<file path="config.mk">
export PLATFORM = sky130hd
export DESIGN_NAME = hex_display_scanner
export DESIGN_NICKNAME = d
export VERILOG_FILES = /design/src/rtl/disp_pkg.sv /design/src/rtl/tick_prescaler.sv /design/src/rtl/hex_display_scanner.sv
export SDC_FILE = /design/constraint.sdc
export NUM_CORES = 1
export LEC_CHECK = 0
export CAP_MARGIN = 20
export CORE_ASPECT_RATIO = 1.4
export CORE_MARGIN = 2
export CORE_UTILIZATION = 46
export CTS_BUF_LIST = sky130_fd_sc_hd__clkbuf_8 sky130_fd_sc_hd__clkbuf_16
export DETAILED_ROUTE_END_ITERATION = 8
export DONT_BUFFER_PORTS = 1
export SYNTH_ARGS = -nofsm -noshare
export SYNTH_HDL_FRONTEND = slang
export SYNTH_HIERARCHICAL = 1
export SYNTH_SLANG_ARGS = --single-unit
</file>
<file path="constraint.sdc">
create_clock -name clk -period 1.8 [get_ports clk]
set_input_delay 0.09 -clock clk [delete_from_list [all_inputs] [get_ports clk]]
set_output_delay 0.09 -clock clk [all_outputs]
set_load 0.005 [all_outputs]
</file>
<file path="src/rtl/disp_pkg.sv">
// Shared constants and helpers for the multiplexed hex display scanner.
package disp_pkg;

   localparam int MAX_DIGITS = 8;

   localparam logic [MAX_DIGITS-1:0] ANODE_OFF = '1;
   localparam logic                  DP_OFF    = 1'b1;

   // Wide enough to index any legal digit count.
   typedef logic [$clog2(MAX_DIGITS)-1:0] digit_idx_t;

   function automatic int idx_width(input int digits);
      return (digits > 1) ? $clog2(digits) : 1;
   endfunction

   // Digit i (i>=1) is blanked when it and every digit above it is zero.
   function automatic logic [MAX_DIGITS-1:0] lz_blank_mask(
      input logic [4*MAX_DIGITS-1:0] disp,
      input int                      digits
   );
      logic [MAX_DIGITS-1:0] mask;
      logic                  all_zero;
      mask     = '0;
      all_zero = 1'b1;
      for (int i = MAX_DIGITS - 1; i >= 1; i--) begin
         if (i < digits) begin
            all_zero = all_zero && (disp[4*i +: 4] == 4'h0);
            mask[i]  = all_zero;
         end
      end
      return mask;
   endfunction

endpackage

</file>
<file path="src/rtl/tick_prescaler.sv">
// Free-running modulo-DIV counter; tick marks the last cycle of each period.
module tick_prescaler #(
   parameter int DIV = 50000
) (
   input  logic                   clk,
   input  logic                   reset,
   output logic                   tick,
   output logic [$clog2(DIV)-1:0] cnt
);

   localparam int CW = $clog2(DIV);

   logic [CW-1:0] cnt_d, cnt_q;

   always_comb begin
      tick  = (cnt_q == CW'(DIV - 1));
      cnt_d = tick ? '0 : cnt_q + 1'b1;
   end

   always_ff @(posedge clk) begin
      if (reset) cnt_q <= '0;
      else       cnt_q <= cnt_d;
   end

   assign cnt = cnt_q;

endmodule

</file>
<file path="src/rtl/hex_display_scanner.sv">
// Scans a DIGITS-wide hex value across one shared 7-segment digit bus with
// tear-free frame latching, leading-zero blanking, decimal points and dead time.
module hex_display_scanner
   import disp_pkg::*;
#(
   parameter int DIGITS = 4,
   parameter int DIV    = 50000,
   parameter int DEAD   = 16
) (
   input  logic                  clk,
   input  logic                  reset,
   input  logic [4*DIGITS-1:0]   value,
   input  logic                  load,
   input  logic                  blank_lz,
   input  logic [DIGITS-1:0]     dp_mask,
   output logic [3:0]            nibble,
   output logic [DIGITS-1:0]     digit_en_n,
   output logic                  dp_n,
   output logic                  frame_done
);

   localparam int IDX_W = idx_width(DIGITS);
   localparam int CW    = $clog2(DIV);

   logic          tick;
   logic [CW-1:0] cnt;

   tick_prescaler #(.DIV(DIV)) u_prescaler (
      .clk   (clk),
      .reset (reset),
      .tick  (tick),
      .cnt   (cnt)
   );

   logic [IDX_W-1:0]      idx_d, idx_q;
   logic [4*DIGITS-1:0]   shadow_d, shadow_q;
   logic [4*DIGITS-1:0]   disp_d, disp_q;
   logic [3:0]            nibble_d, nibble_q;
   logic [DIGITS-1:0]     digit_en_n_d, digit_en_n_q;
   logic                  dp_n_d, dp_n_q;
   logic                  frame_done_d, frame_done_q;

   logic                  frame_bnd;
   logic                  anode_on;
   logic [4*MAX_DIGITS-1:0] disp_pad;
   logic [MAX_DIGITS-1:0] blank_full;

   always_comb begin
      frame_bnd = tick && (idx_q == IDX_W'(DIGITS - 1));

      idx_d = idx_q;
      if (tick) idx_d = frame_bnd ? '0 : idx_q + 1'b1;

      shadow_d = load ? value : shadow_q;
      // A load on the boundary cycle bypasses the shadow so there is no frame of lag.
      disp_d   = frame_bnd ? (load ? value : shadow_q) : disp_q;

      disp_pad                 = '0;
      disp_pad[4*DIGITS-1:0]   = disp_q;
      blank_full               = blank_lz ? lz_blank_mask(disp_pad, DIGITS) : '0;

      anode_on = (int'(cnt) >= DEAD) && !blank_full[digit_idx_t'(idx_q)];

      nibble_d            = disp_q[{idx_q, 2'b00} +: 4];
      digit_en_n_d        = ANODE_OFF[DIGITS-1:0];
      if (anode_on) digit_en_n_d[idx_q] = 1'b0;
      dp_n_d              = (anode_on && dp_mask[idx_q]) ? 1'b0 : DP_OFF;
      frame_done_d        = frame_bnd;
   end

   always_ff @(posedge clk) begin
      if (reset) begin
         idx_q        <= '0;
         shadow_q     <= '0;
         disp_q       <= '0;
         nibble_q     <= '0;
         digit_en_n_q <= ANODE_OFF[DIGITS-1:0];
         dp_n_q       <= DP_OFF;
         frame_done_q <= 1'b0;
      end else begin
         idx_q        <= idx_d;
         shadow_q     <= shadow_d;
         disp_q       <= disp_d;
         nibble_q     <= nibble_d;
         digit_en_n_q <= digit_en_n_d;
         dp_n_q       <= dp_n_d;
         frame_done_q <= frame_done_d;
      end
   end

   assign nibble     = nibble_q;
   assign digit_en_n = digit_en_n_q;
   assign dp_n       = dp_n_q;
   assign frame_done = frame_done_q;

endmodule

</file>
After elaboration in Yosys (flattened, before gate mapping). Cells that the tools add are included.

Register bits: 60. Bits in writable memories: 0. Memories: 0. Logic and storage cells: 41. ROM bits: 0. Latch bits: 0. Input bits: 24.

Multipliers: 0. Order comparisons: 4. $add $sub $neg: 2. Divide/modulo/power cells: 0. Shift operators: 1. Equality and inequality tests: 2. Bitwise operators: 2. Reductions and logical operators: 12. Mux-type cells: 10.

Operators by type and width (count): $add A16 B1 Y16 const B (1); $eq A16 B16 Y1 const B (1); $ge A16 B5 Y1 const B (1); $mux W16 (1); $shiftx A16 B5 Y4 (1); $logic_not A4 Y1 (3); $logic_and A1 B1 Y1 (6); $bmux W1 S2 (2); $lt A2 B4 Y1 const B (1); $mux W1 (4); $mux W4 (1); $not A4 Y4 (1); $reduce_or A2 Y1 (2); $lt A2 B3 Y1 const B (1); $add A2 B1 Y2 const B (1); $demux W1 S2 (1); $eq A2 B2 Y1 const B (1); $ge A2 B1 Y1 const B (1); $mux W2 (1); $logic_not A1 Y1 (1); $not A1 Y1 (1).

Longest topological paths before layout.
Word-level depth: 10. Mapped depth: 7. Mapped depth without buffers: 6.

Cells and area by module. Netlist, hierarchy kept.

Modules (own cells, without submodules): hex_display_scanner (area an instance 1626.6 sq um, cells each 153, sequential area each 880.8 sq um, instances 1); tick_prescaler (area an instance 710.7 sq um, cells each 81, sequential area each 320.3 sq um, instances 1).

Worst setup path before layout. OpenSTA, ideal clock, no wires.

Path kind: register -> register. Start: reg u_prescaler.cnt_q[0] (netlist: u_prescaler/cnt[0]). End: reg disp_q[7]. Buffers on the path: 1. Stages on the path, launching flop included: 8. Setup time: 0.075 ns. Data arrival time: 1.715 ns. Setup slack: 0.010 ns. Data required time: 1.725 ns. Period minus slack after synthesis: 1.790 ns. Cells stage by stage: dfxtp_1 > ha_1 > nand4_2 > and4b_1 > a21oi_1 > clkbuf_1 > nand2_1 > o21ai_0.

Cells in the longest elaborated chain, start to end: 2.

Ends and longest elaborated chain: start: declaration (RTL line tick_prescaler.sv:13) `logic [CW-1:0] cnt_d, cnt_q;`; start signal: assignment (RTL line tick_prescaler.sv:22) `else cnt_q <= cnt_d;`; $eq A16 B16 Y1 (RTL line tick_prescaler.sv:16) `tick = (cnt_q == CW'(DIV - 1));`; via tick (RTL line hex_display_scanner.sv:25) `logic tick;`; $logic_and A1 B1 Y1 (RTL line hex_display_scanner.sv:49) `frame_bnd = tick && (idx_q == IDX_W'(DIGITS - 1));`; end signal: assignment (RTL line hex_display_scanner.sv:83) `disp_q <= disp_d;`; end: declaration (RTL line hex_display_scanner.sv:37) `logic [4*DIGITS-1:0] disp_d, disp_q;`.

The timed path passes the listed nets, and every way through them passes these cells. A chain may end at the register's enable or synchronous reset.

Final worst setup path.
Start: reg u_prescaler.cnt_q[0] (netlist: u_prescaler/cnt[0]). End: reg disp_q[14].

The elaborated chain is that of the path after synthesis.

==> flow_summary_export.csv <==
group,metric,value,unit
power_and_ir_drop,ir_drop,0.605,mV
sta,hold_viol_final,0,
grt,grt_pass1_wl,8.47,mm
grt,grt_usage,0.208,
logic_synthesis,netlist_instances,234,
route,drt_wl_total,5.07,mm
route,antenna_left,0,
floorplan,dieArea,5680,µm²
clocking,clk_latency,340,ps
sta,clock_skew,5.97,ps
sta,setup_viol,0,
route,via_per_inst,5.10,
power_and_ir_drop,power_density,865,nW/µm²
worst_setup_path,path_class,"register to register",
grt,grt_antenna_before_repair,0,
worst_setup_path,required,2010,ps
grt,grt_pass1_vias,1802,
logic_synthesis,syn_area,2340,µm²
route,drt_first_pass_iters,4,
clocking,cts_tree,"built",
sta,slew_violations,0,
worst_hold_path,hp-class,"primary input to register",
finish,drive_gt1_frac,0.113,
sta,worst_pin_slew,909,ps
clocking,clockBufferDepth,2,
logic_synthesis,yosys.area_share.xor_xnor,0.0562,
logic_synthesis,ys_seq_elements,60,
floorplan,dieWidth,64.2,µm
floorplan,core_area,4880,µm²
clocking,cts.sinks,60,
route,initialDrtViolationCount,85,
worst_setup_path,critical_path.endpoint_type,"register",
floorplan,start_util,0.479,
placed_design,pre_cts_slack,104,ps
floorplan,fp.dieH,88.3,µm
sta,finalSetupTns,0,ps
finish,fin_cells,346,
grt,grt_max_degree,24,
logic_synthesis,synth-edff-count,0,
placed_design,gp_congestion,0.848,
clocking,ctsHtreeMaxLevel,3,
logic_synthesis,yosysTopAreaCell,"dfxtp_1",
placed_design,dp_cells,297,
logic_synthesis,synth_fa_ha_area_frac,0.0268,
logic_synthesis,synth_top_family_by_area,"simple AND/OR/NAND/NOR gates",
route,wl_per_cell,14.7,µm
floorplan,core.rowCount,30,
logic_synthesis,synth_compound_area_frac,0.0482,
logic_synthesis,synth.mux.area_fraction,0.123,
power_and_ir_drop,leakage,1.13,nW
sta,period_share,0.928,
logic_synthesis,avgSynthCellArea,9.99,µm²
sta,relSlewSlack,0.392,
sta,max_clock_freq,0.599,GHz
logic_synthesis,synth_top_area_share,0.514,
finish,nets,307,
floorplan,io_pins,34,
placed_design,io_buffers,0,
logic_synthesis,syn_nets,263,
worst_setup_path,worstPathArrival,1880,ps
power_and_ir_drop,power.total,2.56,mW
grt,grt_overflow,0,
clocking,clockRootBuffer,"clkbuf_8",
route,post-route-drc-count,0,
sta,fin_crit,1670,ps
clocking,cts_buffers,9,
logic_synthesis,synth.distinct_cells,32,
logic_synthesis,ys_top_cells_by_area,"dfxtp_1, mux2i_1, nor2_1, xnor2_1, mux4_2",
logic_synthesis,synth-simple-area-share,0.201,
route,vias,1766,
sta,rsz0062_at_grt,"no",
logic_synthesis,async_flop_share,0,
worst_setup_path,cp_max_fo,17,
flow_run,drv_cap,0,
logic_synthesis,synthFlopType,"dfxtp_1",
sta,fin_ws,130,ps
placed_design,hpwl,3.33,mm
logic_synthesis,yosys_warnings,6,
logic_synthesis,synth_seq_area_share,0.514,
finish,antenna_cells,0,
worst_setup_path,critPathLaunchType,"register",
outcome,status,"finished, final reports clean",
clocking,clk_transition_reported_paths,60,ps
finish,syn2layout_area_growth,26.5,%
-- flip-flops by register name, indices dropped and copies added, names as in the netlist --
name             flops
shadow_q            16
nibble               4
digit_en_n           4
idx_q                2
dp_n                 1
disp_q              16
frame_done           1
u_prescaler/cnt     16
-- stage by stage --
stage	area, µm²	util	hold WS [ps]
2_1_floorplan	2340	-	162
3_3_place_gp	2450	0.501	169
3_5_place_dp	2450	0.501	169
4_1_cts	2960	0.606	0.198
5_1_grt	2960	0.606	31.9
6_report	2960	0.606	9.73
-- cell usage in the layout, fill, tap and decap left out, drive strengths merged, types with 4 or more instances in the layout --
cell type / instances
nor3: 5
xnor2: 13
inv: 8
clkbuf: 11
nor4: 8
buf: 9
o21ai: 16
nor2b: 4
nand4: 4
mux2i: 17
mux4: 5
nor2: 37
dfxtp: 60
dlygate4sd3: 34
nand2: 20
nand3: 10
ha: 5
-- logic make-up after synthesis --
kind of cell             count (synthesis)
XOR/XNOR                                15
multiplexers                            22
AO/OA/AOI/OAI                           20
buffers and inverters                   16
AND/OR/NAND/NOR                         96
flip-flops                              60
adder cells (fa/ha/maj)                  5
-- power by group --
part           internal, mW  leakage (nW)  switching, mW
Combinational        0.0965         0.546         0.0580
Clock                 0.551        0.0976          0.487
Sequential             1.35         0.487         0.0112
-- cell type report --
type	count	area [µm²]
clock buffers	11	151
clock inverters	4	17.5
fillers	435	1920
inverters	6	22.5
multi-input cells	158	1060
flip-flops and latches	60	1200
well taps	64	80.1
repair buffers	43	420
-- layer usage --
metal,track usage,vias to the layer above,share of wire,wire length [µm]
met1,0.202,832,0.39,2000
met3,0.0738,7,0.032,164
met5,0,-,0,0
met2,0.381,37,0.55,2800
met4,0.116,0,0.021,105
li1,-,890,-,-
-- cell usage after synthesis, drive strengths merged (2+ instances only) --
master and number:
dfxtp 60, nor2b 4, buf 6, clkbuf 4
o21ai 16, xnor2 13, xor2 2, or4 2
nor3 5, nor4 8, a21oi 2, mux2i 17
mux4 5, nand3 10, nand2 20, nand4 4
ha 5, inv 6, nor4bb 2, nor2 37
-- worst paths after layout --
kind                     end  cells past startpoint  slack [ps]                from
hold reg to reg    disp_q[1]                      2         460           disp_q[1]
hold / removal     disp_q[6]                      2          10                load
setup reg to reg  disp_q[14]                      7         130  u_prescaler/cnt[0]
setup / recovery  disp_q[14]                      7         130  u_prescaler/cnt[0]
-- worst max-delay path, stage by stage, from the launching register on --
cell	delay (ps)
dfxtp_1	370
ha_1	240
nand4_2	120
and4b_2	360
a21oi_1	90
buf_4	190
nand2_1	80
o21ai_0	80
-- timing repair --
item,CTS,global route
setup endpoints to repair,0,7
endpoints found under the hold margin,41,0
buffers inserted,0,0
gates resized for setup,0,1
hold buffers,34,0
No activity file was read; power rests on OpenSTA's default activity.
